**config.mk**
```make
export PLATFORM = sky130hd
export DESIGN_NAME = mux81_scan_ctrl
export DESIGN_NICKNAME = d
export VERILOG_FILES = /design/src/rtl/mux81_scan_ctrl.sv
export SDC_FILE = /design/constraint.sdc
export NUM_CORES = 1
export LEC_CHECK = 0
export ABC_AREA = 1
export CAP_MARGIN = 15
export CORE_MARGIN = 4
export CORE_UTILIZATION = 60
export CTS_BUF_LIST = sky130_fd_sc_hd__clkbuf_8
export DETAILED_ROUTE_END_ITERATION = 7
export GPL_ROUTABILITY_DRIVEN = 0
export PLACE_DENSITY = 0.85
export SKIP_CTS_REPAIR_TIMING = 1
export SLEW_MARGIN = 40
export SYNTH_ARGS = -nofsm -noshare
export SYNTH_HDL_FRONTEND = slang
export SYNTH_SLANG_ARGS = --single-unit
```
**constraint.sdc**
```tcl
create_clock -name clk -period 4.3 [get_ports clk]
set_input_delay 0.645 -clock clk [delete_from_list [all_inputs] [get_ports clk]]
set_output_delay 0.645 -clock clk [all_outputs]
set_load 0.02 [all_outputs]
```
**src/rtl/mux81_scan_ctrl.sv**
```systemverilog
// mux81_scan_ctrl: channel-scan sequencer for the 8:1 multiplexer mux81.
// Steps the mux selects through the enabled channels in ascending order.
// Each selection is held for DWELL cycles, then the mux output y is captured.
// Every captured bit is reported, and one 8-bit frame is delivered per scan.
//
// Ports:
//   clk, rst_n          clock, asynchronous active-low reset
//   start               request one scan (sampled only when idle)
//   stop                abort the scan in progress
//   continuous          rescan after each frame (sampled at frame end)
//   ch_en[7:0]          channel enable mask, latched at start / frame wrap
//   y                   mux81 output
//   s0, s1, s2          mux selects, {s2,s1,s0} = channel index
//   busy                scan in progress
//   smp_valid           one-cycle pulse: smp_ch / smp_bit hold a new capture
//   smp_ch[2:0]         channel of the captured bit
//   smp_bit             captured value of y
//   frame[7:0]          last completed frame, disabled channels read 0
//   frame_done          one-cycle pulse: frame has just been updated
module mux81_scan_ctrl #(
  parameter int unsigned DWELL = 4
) (
  input  logic       clk,
  input  logic       rst_n,
  input  logic       start,
  input  logic       stop,
  input  logic       continuous,
  input  logic [7:0] ch_en,
  input  logic       y,
  output logic       s0,
  output logic       s1,
  output logic       s2,
  output logic       busy,
  output logic       smp_valid,
  output logic [2:0] smp_ch,
  output logic       smp_bit,
  output logic [7:0] frame,
  output logic       frame_done
);

  typedef enum logic {StIdle, StDwell} state_e;

  localparam logic [7:0] DwellLast = 8'(DWELL - 1);

  // Index of the lowest set bit of m (0 when m is empty).
  function automatic logic [2:0] lowest_bit(input logic [7:0] m);
    logic [2:0] idx;
    idx = '0;
    for (int i = 7; i >= 0; i--) begin
      if (m[i]) idx = 3'(i);
    end
    return idx;
  endfunction

  // {found, index} of the lowest set bit of m strictly above cur.
  function automatic logic [3:0] next_bit(input logic [7:0] m, input logic [2:0] cur);
    logic [3:0] r;
    r = '0;
    for (int i = 7; i >= 0; i--) begin
      if (m[i] && (i > int'(cur))) r = {1'b1, 3'(i)};
    end
    return r;
  endfunction

  state_e     state_q, state_d;
  logic [7:0] cnt_q, cnt_d;
  logic [2:0] ch_q, ch_d;
  logic [7:0] en_q, en_d;
  logic [7:0] work_q, work_d;
  logic [7:0] frame_q, frame_d;
  logic       smp_valid_q, smp_valid_d;
  logic [2:0] smp_ch_q, smp_ch_d;
  logic       smp_bit_q, smp_bit_d;
  logic       frame_done_q, frame_done_d;

  logic [7:0] captured;
  logic [3:0] nxt;

  always_ff @(posedge clk or negedge rst_n) begin
    if (!rst_n) begin
      state_q      <= StIdle;
      cnt_q        <= '0;
      ch_q         <= '0;
      en_q         <= '0;
      work_q       <= '0;
      frame_q      <= '0;
      smp_valid_q  <= 1'b0;
      smp_ch_q     <= '0;
      smp_bit_q    <= 1'b0;
      frame_done_q <= 1'b0;
    end else begin
      state_q      <= state_d;
      cnt_q        <= cnt_d;
      ch_q         <= ch_d;
      en_q         <= en_d;
      work_q       <= work_d;
      frame_q      <= frame_d;
      smp_valid_q  <= smp_valid_d;
      smp_ch_q     <= smp_ch_d;
      smp_bit_q    <= smp_bit_d;
      frame_done_q <= frame_done_d;
    end
  end

  always_comb begin
    state_d      = state_q;
    cnt_d        = cnt_q;
    ch_d         = ch_q;
    en_d         = en_q;
    work_d       = work_q;
    frame_d      = frame_q;
    smp_valid_d  = 1'b0;
    smp_ch_d     = smp_ch_q;
    smp_bit_d    = smp_bit_q;
    frame_done_d = 1'b0;

    // Working frame with the current channel's bit replaced by y.
    captured       = work_q;
    captured[ch_q] = y;
    nxt            = next_bit(en_q, ch_q);

    case (state_q)
      StIdle: begin
        if (start && (ch_en != '0)) begin
          en_d    = ch_en;
          work_d  = '0;
          ch_d    = lowest_bit(ch_en);
          cnt_d   = '0;
          state_d = StDwell;
        end
      end
      StDwell: begin
        // stop wins over a capture falling in the same cycle
        if (stop) begin
          state_d = StIdle;
          cnt_d   = '0;
        end else if (cnt_q == DwellLast) begin
          cnt_d       = '0;
          smp_valid_d = 1'b1;
          smp_ch_d    = ch_q;
          smp_bit_d   = y;
          if (nxt[3]) begin
            ch_d   = nxt[2:0];
            work_d = captured;
          end else begin
            frame_d      = captured;
            frame_done_d = 1'b1;
            work_d       = '0;
            if (continuous) begin
              en_d = ch_en;
              if (ch_en != '0) begin
                ch_d = lowest_bit(ch_en);
              end else begin
                state_d = StIdle;
              end
            end else begin
              state_d = StIdle;
            end
          end
        end else begin
          cnt_d = cnt_q + 8'd1;
        end
      end
      default: state_d = StIdle;
    endcase
  end

  always_comb begin
    {s2, s1, s0} = ch_q;
    busy         = (state_q == StDwell);
    smp_valid    = smp_valid_q;
    smp_ch       = smp_ch_q;
    smp_bit      = smp_bit_q;
    frame        = frame_q;
    frame_done   = frame_done_q;
  end

endmodule

```
* Yosys cells after proc, flatten, opt, wreduce, memory -nomap -nowiden
Cells that the tools add are included.
Storage, ports and cells: flip-flop bits (word level) 42, bits of input ports 14
Cells by class: add/subtract/negate cells 1, magnitude comparators 9, eq/ne operators 8, multiplexer cells 53, bitwise operators 3, reduce and logical (&&, ||, !) cells 15
Operator list (count):
- two-way mux 8 bit | 11
- one-hot mux 8 bit (2 select lines) | 3
- two-way mux 3 bit | 14
- two-way mux 4 bit | 7
- two-way mux 1 bit | 14
- > comparator 3 bit, first input constant | 4
- AND reduction 5 bit | 2
- logical AND 1 bit | 9
- adder 8 x 1 -> 8 bit, second input constant | 1
- bitwise mux 8 bit | 1
- equality test 8 x 2 -> 1 bit, second input constant | 1
- != test 2 bit, second input constant | 4
- nonzero test 8 bit | 1
- > comparator 2 x 3 -> 1 bit, first input constant | 2
- one-hot mux 3 bit (2 select lines) | 1
- AND reduction 3 bit | 2
- less-than comparator 3 x 4 -> 1 bit, second input constant | 1
- AND reduction 4 bit | 1
- demux 1 bit (select 3 bit) | 1
- greater-or-equal comparator 3 x 1 -> 1 bit, second input constant | 1
- > comparator 1 x 3 -> 1 bit, first input constant | 1
- != test 3 x 1 -> 1 bit, second input constant | 1
- != test 3 x 2 -> 1 bit, second input constant | 1
- NOT 1 bit | 3
- other kinds (2) | 2

* Depth between registers and ports, before layout
Gate-level depths: netlist (run 1).
word-level depth 14, gate-level depth with buffers 13, mapped depth without buffers 12

* Worst setup path after synthesis (run 1)
Ideal clock, no wire load.
path kind input-to-reg, start input port ch_en[3], end register ch_q[2], library setup time 0.117 ns, arrival time 1.652 ns, required time 4.183 ns, path slack 2.531 ns, stages 11, cell sequence nor2_1 -> nand3_1 -> nor2_1 -> nor2_1 -> nand2_1 -> nand2_4 -> buf_12 -> o21ai_4 -> clkinv_2 -> nand2_1 -> nand2_1
On the way: word-level cells in the longest chain between the ends 10
RTL lines:
- start: declaration | RTL line 28 | input logic [7:0] ch_en,
- two-way mux 3 bit (4 in a row) | RTL line 50 | if (m[i]) idx = 3'(i);
- two-way mux 3 bit | RTL line 151 | if (ch_en != '0) begin
- two-way mux 3 bit | RTL line 149 | if (continuous) begin
- two-way mux 3 bit | RTL line 142 | if (nxt[3]) begin
- two-way mux 3 bit | RTL line 137 | end else if (cnt_q == DwellLast) begin
- two-way mux 3 bit | RTL line 134 | if (stop) begin
- one-hot mux 3 bit (2 select lines) | RTL line 122 | case (state_q)
- end signal: assignment | RTL line 94 | ch_q <= ch_d;
- end: declaration | RTL line 67 | logic [2:0] ch_q, ch_d;
Parallel ways exist; a longest one is shown, timed or not. The select of a mux whose other input is x is not followed. A chain may end at the register's enable or synchronous reset.

* Worst setup path in the final report (run 1)
start input port ch_en[7], end register cnt_q[1]
On the way: word-level cells in the longest chain between the ends 3
RTL lines:
- nonzero test 8 bit | RTL line 124 | if (start && (ch_en != '0)) begin
- logical AND 1 bit | RTL line 124
- != test 2 bit (no line)
- end signal: assignment | RTL line 93 | cnt_q <= cnt_d;
- end: declaration | RTL line 66 | logic [7:0] cnt_q, cnt_d;
No other way between the ends.

==> flow_summary.ini, run 1 <==
[routing]
via_per_inst = 5.35
drc = 0
vias = 1930
drtPass1Iterations = 4
avgRoutedWirePerCell_um = 12.5
drt_iter0_drc = 169
antenna_left = 0
wirelength_mm = 4.51

[global_routing]
grt_usage_pct = 22.3
grt_pass1_vias = 1752
grt_use_met2_pct = 35.5
grt_max_degree = 42
antenna_found_initial = 0
grt_pass1_wl_mm = 7.83
grt_util_met1_pct = 29.7
globalRouteMet3Util_pct = 4.86
gr-total-overflow = 0
top_usage_layer = met2

[critical_path]
cp_max_fo = 6
path_cells = clkdlybuf4s50_1, inv_1, nand4_1, nor2_1, o21ai_0, inv_1, a22o_2
timing.rr.end = frame[1]
worst_r2r_path_depth = 9
cpPeakStageDelay_ns = 0.54
arrival_ns = 2.44
crit_slowest_cell = o21ai_0
critPathKind = primary input to flop
crit_path_frequent_cell = inv_1
start_kind = primary input
r2r_start = ch_q[2]
endpoint_kind = flop
reg2reg_slack_ns = 2.28
crit_start = ch_en[7]
worstPathRequired_ns = 4.48

[synthesis]
yosys.area.top_type_share_pct = 46.0
synth-edff-count = 0
yosysWarnings = 0
synthDistinctLibCells = 34
yosysMostFrequentCell = nand2_1
ys_ff_latch = 41
ys_top_cells_by_count = nand2_1, dfrtp_1, inv_1
mappedNetlistArea_sq_um = 2230
yosysTopAreaCell = dfrtp_1
synthArstFlopShare_pct = 100
syn_inst = 282
yosys-top-cells-area = dfrtp_1, nand2_1, inv_1
synth_ff_type = dfrtp_1
syn_nets = 297
ys_seq_area_share_pct = 46.0
synth.avg_cell_area_sq_um = 7.90

[timing]
hold_viol = 0
drv_slew = 0
relSlewSlack_pct = 55.2
fin_worst_skew_ns = 0.00468
worst_pin_slew_ns = 0.665
post-route-period-util_pct = 52.6
finalSetupTns_ns = 0
fmax_ghz = 0.442
setup_viol_count_final = 0
rsz0062_at_grt = no
fin_crit_ns = 2.26

[clock_network]
cts_tree = built
cts_num_sinks = 41
cts_buffers = 5
clk_latency_ns = 0.29
root_buffer = clkbuf_8
clock_path_buffers = 2
clk_pin_slew_ns = 0.07
htree_levels = 2

[final_layout]
fillers = 280
area_growth_pct = 18.4
antenna_cells = 0
drive_above_1_share_pct = 13.7
fin_nets = 330
fin_area_sq_um = 2640

[floorplanning]
rows = 21
io_pins = 32
die_w_um = 68.9
initial_utilization_pct = 64.2
die_h_um = 68.9
dieArea_sq_um = 4750
core_sq_um = 3470

[pwr]
power_leakage_uw = 0.00131
vdd_drop_max_uv = 371
powerDensity_nw_per_um2 = 589
p_total_uw = 1550

[job]
drv_cap = 0

[outcome]
status = finished, final reports clean

[worst_hold_path]
min_path_type = primary input to asynchronous set/reset pin

[placement]
hpwl_mm = 3.40
placed_cell_area_sq_um = 2550
port_buffers = 31
==> cell usage in the layout, fill, tap and decap left out, types with 2 or more instances in the layout <==
cell,instances
nand3_1,16
o32ai_1,2
nand2_1,99
inv_1,28
o21ai_0,17
inv_2,5
dfrtp_1,41
o31ai_1,2
nand2_2,5
xor2_1,4
nor2_1,15
clkdlybuf4s50_1,30
a31oi_1,2
a21oi_1,6
nor2_2,6
clkbuf_8,6
nand4_1,3
nor3_1,2
o21ai_2,10
==> cell families (layout without fill, tap and decap cells) <==
group | after synthesis | count (layout) | share of synthesized area, %
AND/OR/NAND/NOR | 152 | 152 | 30.4
AO/OA/AOI/OAI | 44 | 44 | 13.1
flip-flops | 41 | 41 | 46.0
buffers and inverters | 40 | 73 | 8.25
XOR/XNOR | 4 | 4 | 1.57
adder cells (fa/ha/maj) | 1 | 1 | 0.561
==> flip-flops by register name (all words and copies together), names as in the netlist <==
register    flops
smp_bit         1
frame_done      1
smp_valid       1
cnt_q           8
frame           8
busy            1
smp_ch          3
en_q            7
ch_q            3
work_q          8
==> power by group <==
group	leakage [uW]	switching, uW	internal [uW]
Clock	0.0000433	125	127
Sequential	0.000547	98.1	493
Combinational	0.000718	448	262
==> layer usage <==
layer / part of all wire, % / up-vias
met1: 47 / 902
met4: 1.2 / 0
li1: - / 974
met5: 0 / -
met2: 46 / 48
met3: 5.5 / 6
==> how the worst max path moves through the flow <==
stage / endpoint / slack, ns / cells past startpoint
4_1_cts: cnt_q[1] / 2.03 / 7
3_5_place_dp: cnt_q[1] / 1.71 / 7
3_3_place_gp: cnt_q[1] / 1.80 / 7
2_1_floorplan: ch_q[2] / 2.53 / 11
5_1_grt: cnt_q[1] / 1.84 / 7
6_report: cnt_q[1] / 2.04 / 7
==> area by class of cell <==
| type | count | area (sq um) | area share (%) |
|---|---|---|---|
| Clock inverter | 1 | 7.51 | 0.285 |
| Tap cell | 46 | 57.6 | 2.18 |
| Clock buffer | 6 | 82.6 | 3.13 |
| Timing Repair Buffer | 31 | 308 | 11.7 |
| Multi-Input combinational cell | 201 | 1020 | 38.6 |
| Sequential cell | 41 | 1030 | 38.9 |
| Inverter | 35 | 138 | 5.22 |
==> stage by stage <==
stage | instances | setup WS (ns) | hold slack [ns] | utilization, %
final | 361 | 2.04 | 0.317 | 76.0
after global placement | 354 | 1.80 | 0.462 | 73.4
after CTS | 361 | 2.03 | 0.337 | 76.0
after detailed placement | 354 | 1.71 | 0.467 | 73.4
after global routing | 361 | 1.84 | 0.360 | 76.0
after floorplan | 282 | 2.53 | 0.349 | -
==> worst max-delay path: cells and delay by family <==
kind | cells | cell delay (ns)
buf+inv | 3 | 0.78
compound gates | 2 | 0.81
simple gates | 2 | 0.21
No activity file was read; power rests on OpenSTA's default activity.
==> run 2: changes to the inputs <==
- CORE_UTILIZATION: 60 -> 56
- PLACE_DENSITY: 0.85 -> 0.8
- clock period: 4.3 -> 2.25 ns (I/O delays scaled with it)
==> flow_summary.ini, run 2 (synthesis gave the netlist of run 1 again) <==
[outcome]
status = finished, final reports clean

[floorplanning]
core_sq_um = 3740
die_w_um = 71.1
rows = 22
die_h_um = 71.1
dieArea_sq_um = 5050
io_pins = 32
initial_utilization_pct = 59.5

[routing]
via_per_inst = 5.33
drt_iter0_drc = 133
drc = 0
vias = 1965
wirelength_mm = 4.69
drtPass1Iterations = 4
avgRoutedWirePerCell_um = 12.7
antenna_left = 0

[timing]
rsz0062_at_grt = no
post-route-period-util_pct = 85.9
fin_crit_ns = 1.93
relSlewSlack_pct = 66.6
setup_viol_count_final = 0
fin_ws_ns = 0.318
worst_pin_slew_ns = 0.496
hold_viol = 0
finalSetupTns_ns = 0
fin_worst_skew_ns = 0.00471
fmax_ghz = 0.518
drv_slew = 0

[worst_hold_path]
min_path_type = primary input to asynchronous set/reset pin

[placement]
post-place-ws_ns = 0.0896
hpwl_mm = 3.63
placed_cell_area_sq_um = 2590
port_buffers = 31
placed_cells = 361

[clock_network]
cts_buffers = 5
clk_pin_slew_ns = 0.07
clk_latency_ns = 0.29
clock_path_buffers = 2
htree_levels = 2
cts_num_sinks = 41
cts_tree = built
root_buffer = clkbuf_8

[global_routing]
grt_util_met1_pct = 26.8
grt_usage_pct = 20.0
grt_pass1_vias = 1847
globalRouteMet3Util_pct = 4.26
grt_max_degree = 42
gr-total-overflow = 0
top_usage_layer = met2
grt_use_met2_pct = 32.7
grt_pass1_wl_mm = 8.17
antenna_found_initial = 0

[final_layout]
antenna_cells = 0
fin_area_sq_um = 2700
fillers = 330
final_cells = 369
fin_nets = 335
area_growth_pct = 21.3
final_common_cell = nand2_1
final_cell_mix = nand2_1, dfrtp_1, clkdlybuf4s50_1, inv_1, o21ai_0
drive_above_1_share_pct = 15.0
final_core_util_pct = 72.2

[critical_path]
critPathKind = flop to flop
crit_slowest_cell = dfrtp_1
arrival_ns = 2.11
start_kind = flop
cp_max_fo = 14
crit_path_frequent_cell = nand2_1
cpPeakStageDelay_ns = 0.43
worstPathRequired_ns = 2.43
endpoint_kind = flop
path_cells = ha_1, nand2_1, nor3_4, inv_2, nand2_4, nand3_4, nand2_1, o21ai_2
worst_r2r_path_depth = 8

[pwr]
clkPwrFrac_pct = 18.9
combPwrFrac_pct = 45.3
power_leakage_uw = 0.00135
pwr-share-seq_pct = 35.9
power.switching_uw = 1310
p_int_uw = 1840
powerDensity_nw_per_um2 = 1160
p_sw_share_pct = 41.5
vdd_drop_max_uv = 562

[job]
drv_cap = 0
## run 2: final timing paths
kind | to | slack (ns) | startpoint
max | en_q[4] | 0.32 | cnt_q[0]
min | cnt_q[2] | 0.01 | rst_n
max reg2reg | en_q[4] | 0.32 | cnt_q[0]
min reg2reg | frame[4] | 0.48 | frame[4]
max in group asynchronous | en_q[4] | 1.88 | rst_n
min in group clk | frame[4] | 0.48 | frame[4]
## run 2: cell type report
cell class / instances / area, sq um / share of cell area [%]
clock buffer: 6 / 82.6 / 3.05
inverter: 35 / 138 / 5.09
sequential: 41 / 1030 / 37.9
multi-input combinational: 201 / 1020 / 37.7
clock inverter: 2 / 33.8 / 1.25
tap: 48 / 60.1 / 2.22
timing repair buffer: 36 / 345 / 12.8
## run 2: power by group through the flow
stage,sequential (uW),combinational [uW],clock [uW]
after global routing,1160,1600,639
final,1130,1420,594
after detailed placement,1140,1420,0
after global placement,1130,1390,0
after CTS,1130,1430,602
after floorplan,1180,936,0
## run 2: stage by stage
stage                     total power (uW)  hold slack [ns]
after floorplan                       2110           0.0419
after global placement                2520            0.461
after detailed placement              2560            0.347
after CTS                             3160           0.0297
after global routing                  3400           0.0519
final                                 3150           0.0113
## run 2: layer usage
layer / share of wire [%] / up-vias
met5: 0 / -
met4: 1.5 / 0
met3: 6.5 / 7
met2: 47 / 63
met1: 45 / 914
li1: - / 981
## run 2: worst max-delay path: cells and delay by family (launching register included)
kind / cells / cell delay, ns
adder cells (fa/ha/maj): 1 / 0.31
flip-flops: 1 / 0.43
AO/OA/AOI/OAI: 1 / 0.06
buffers and inverters: 1 / 0.12
AND/OR/NAND/NOR: 5 / 0.91
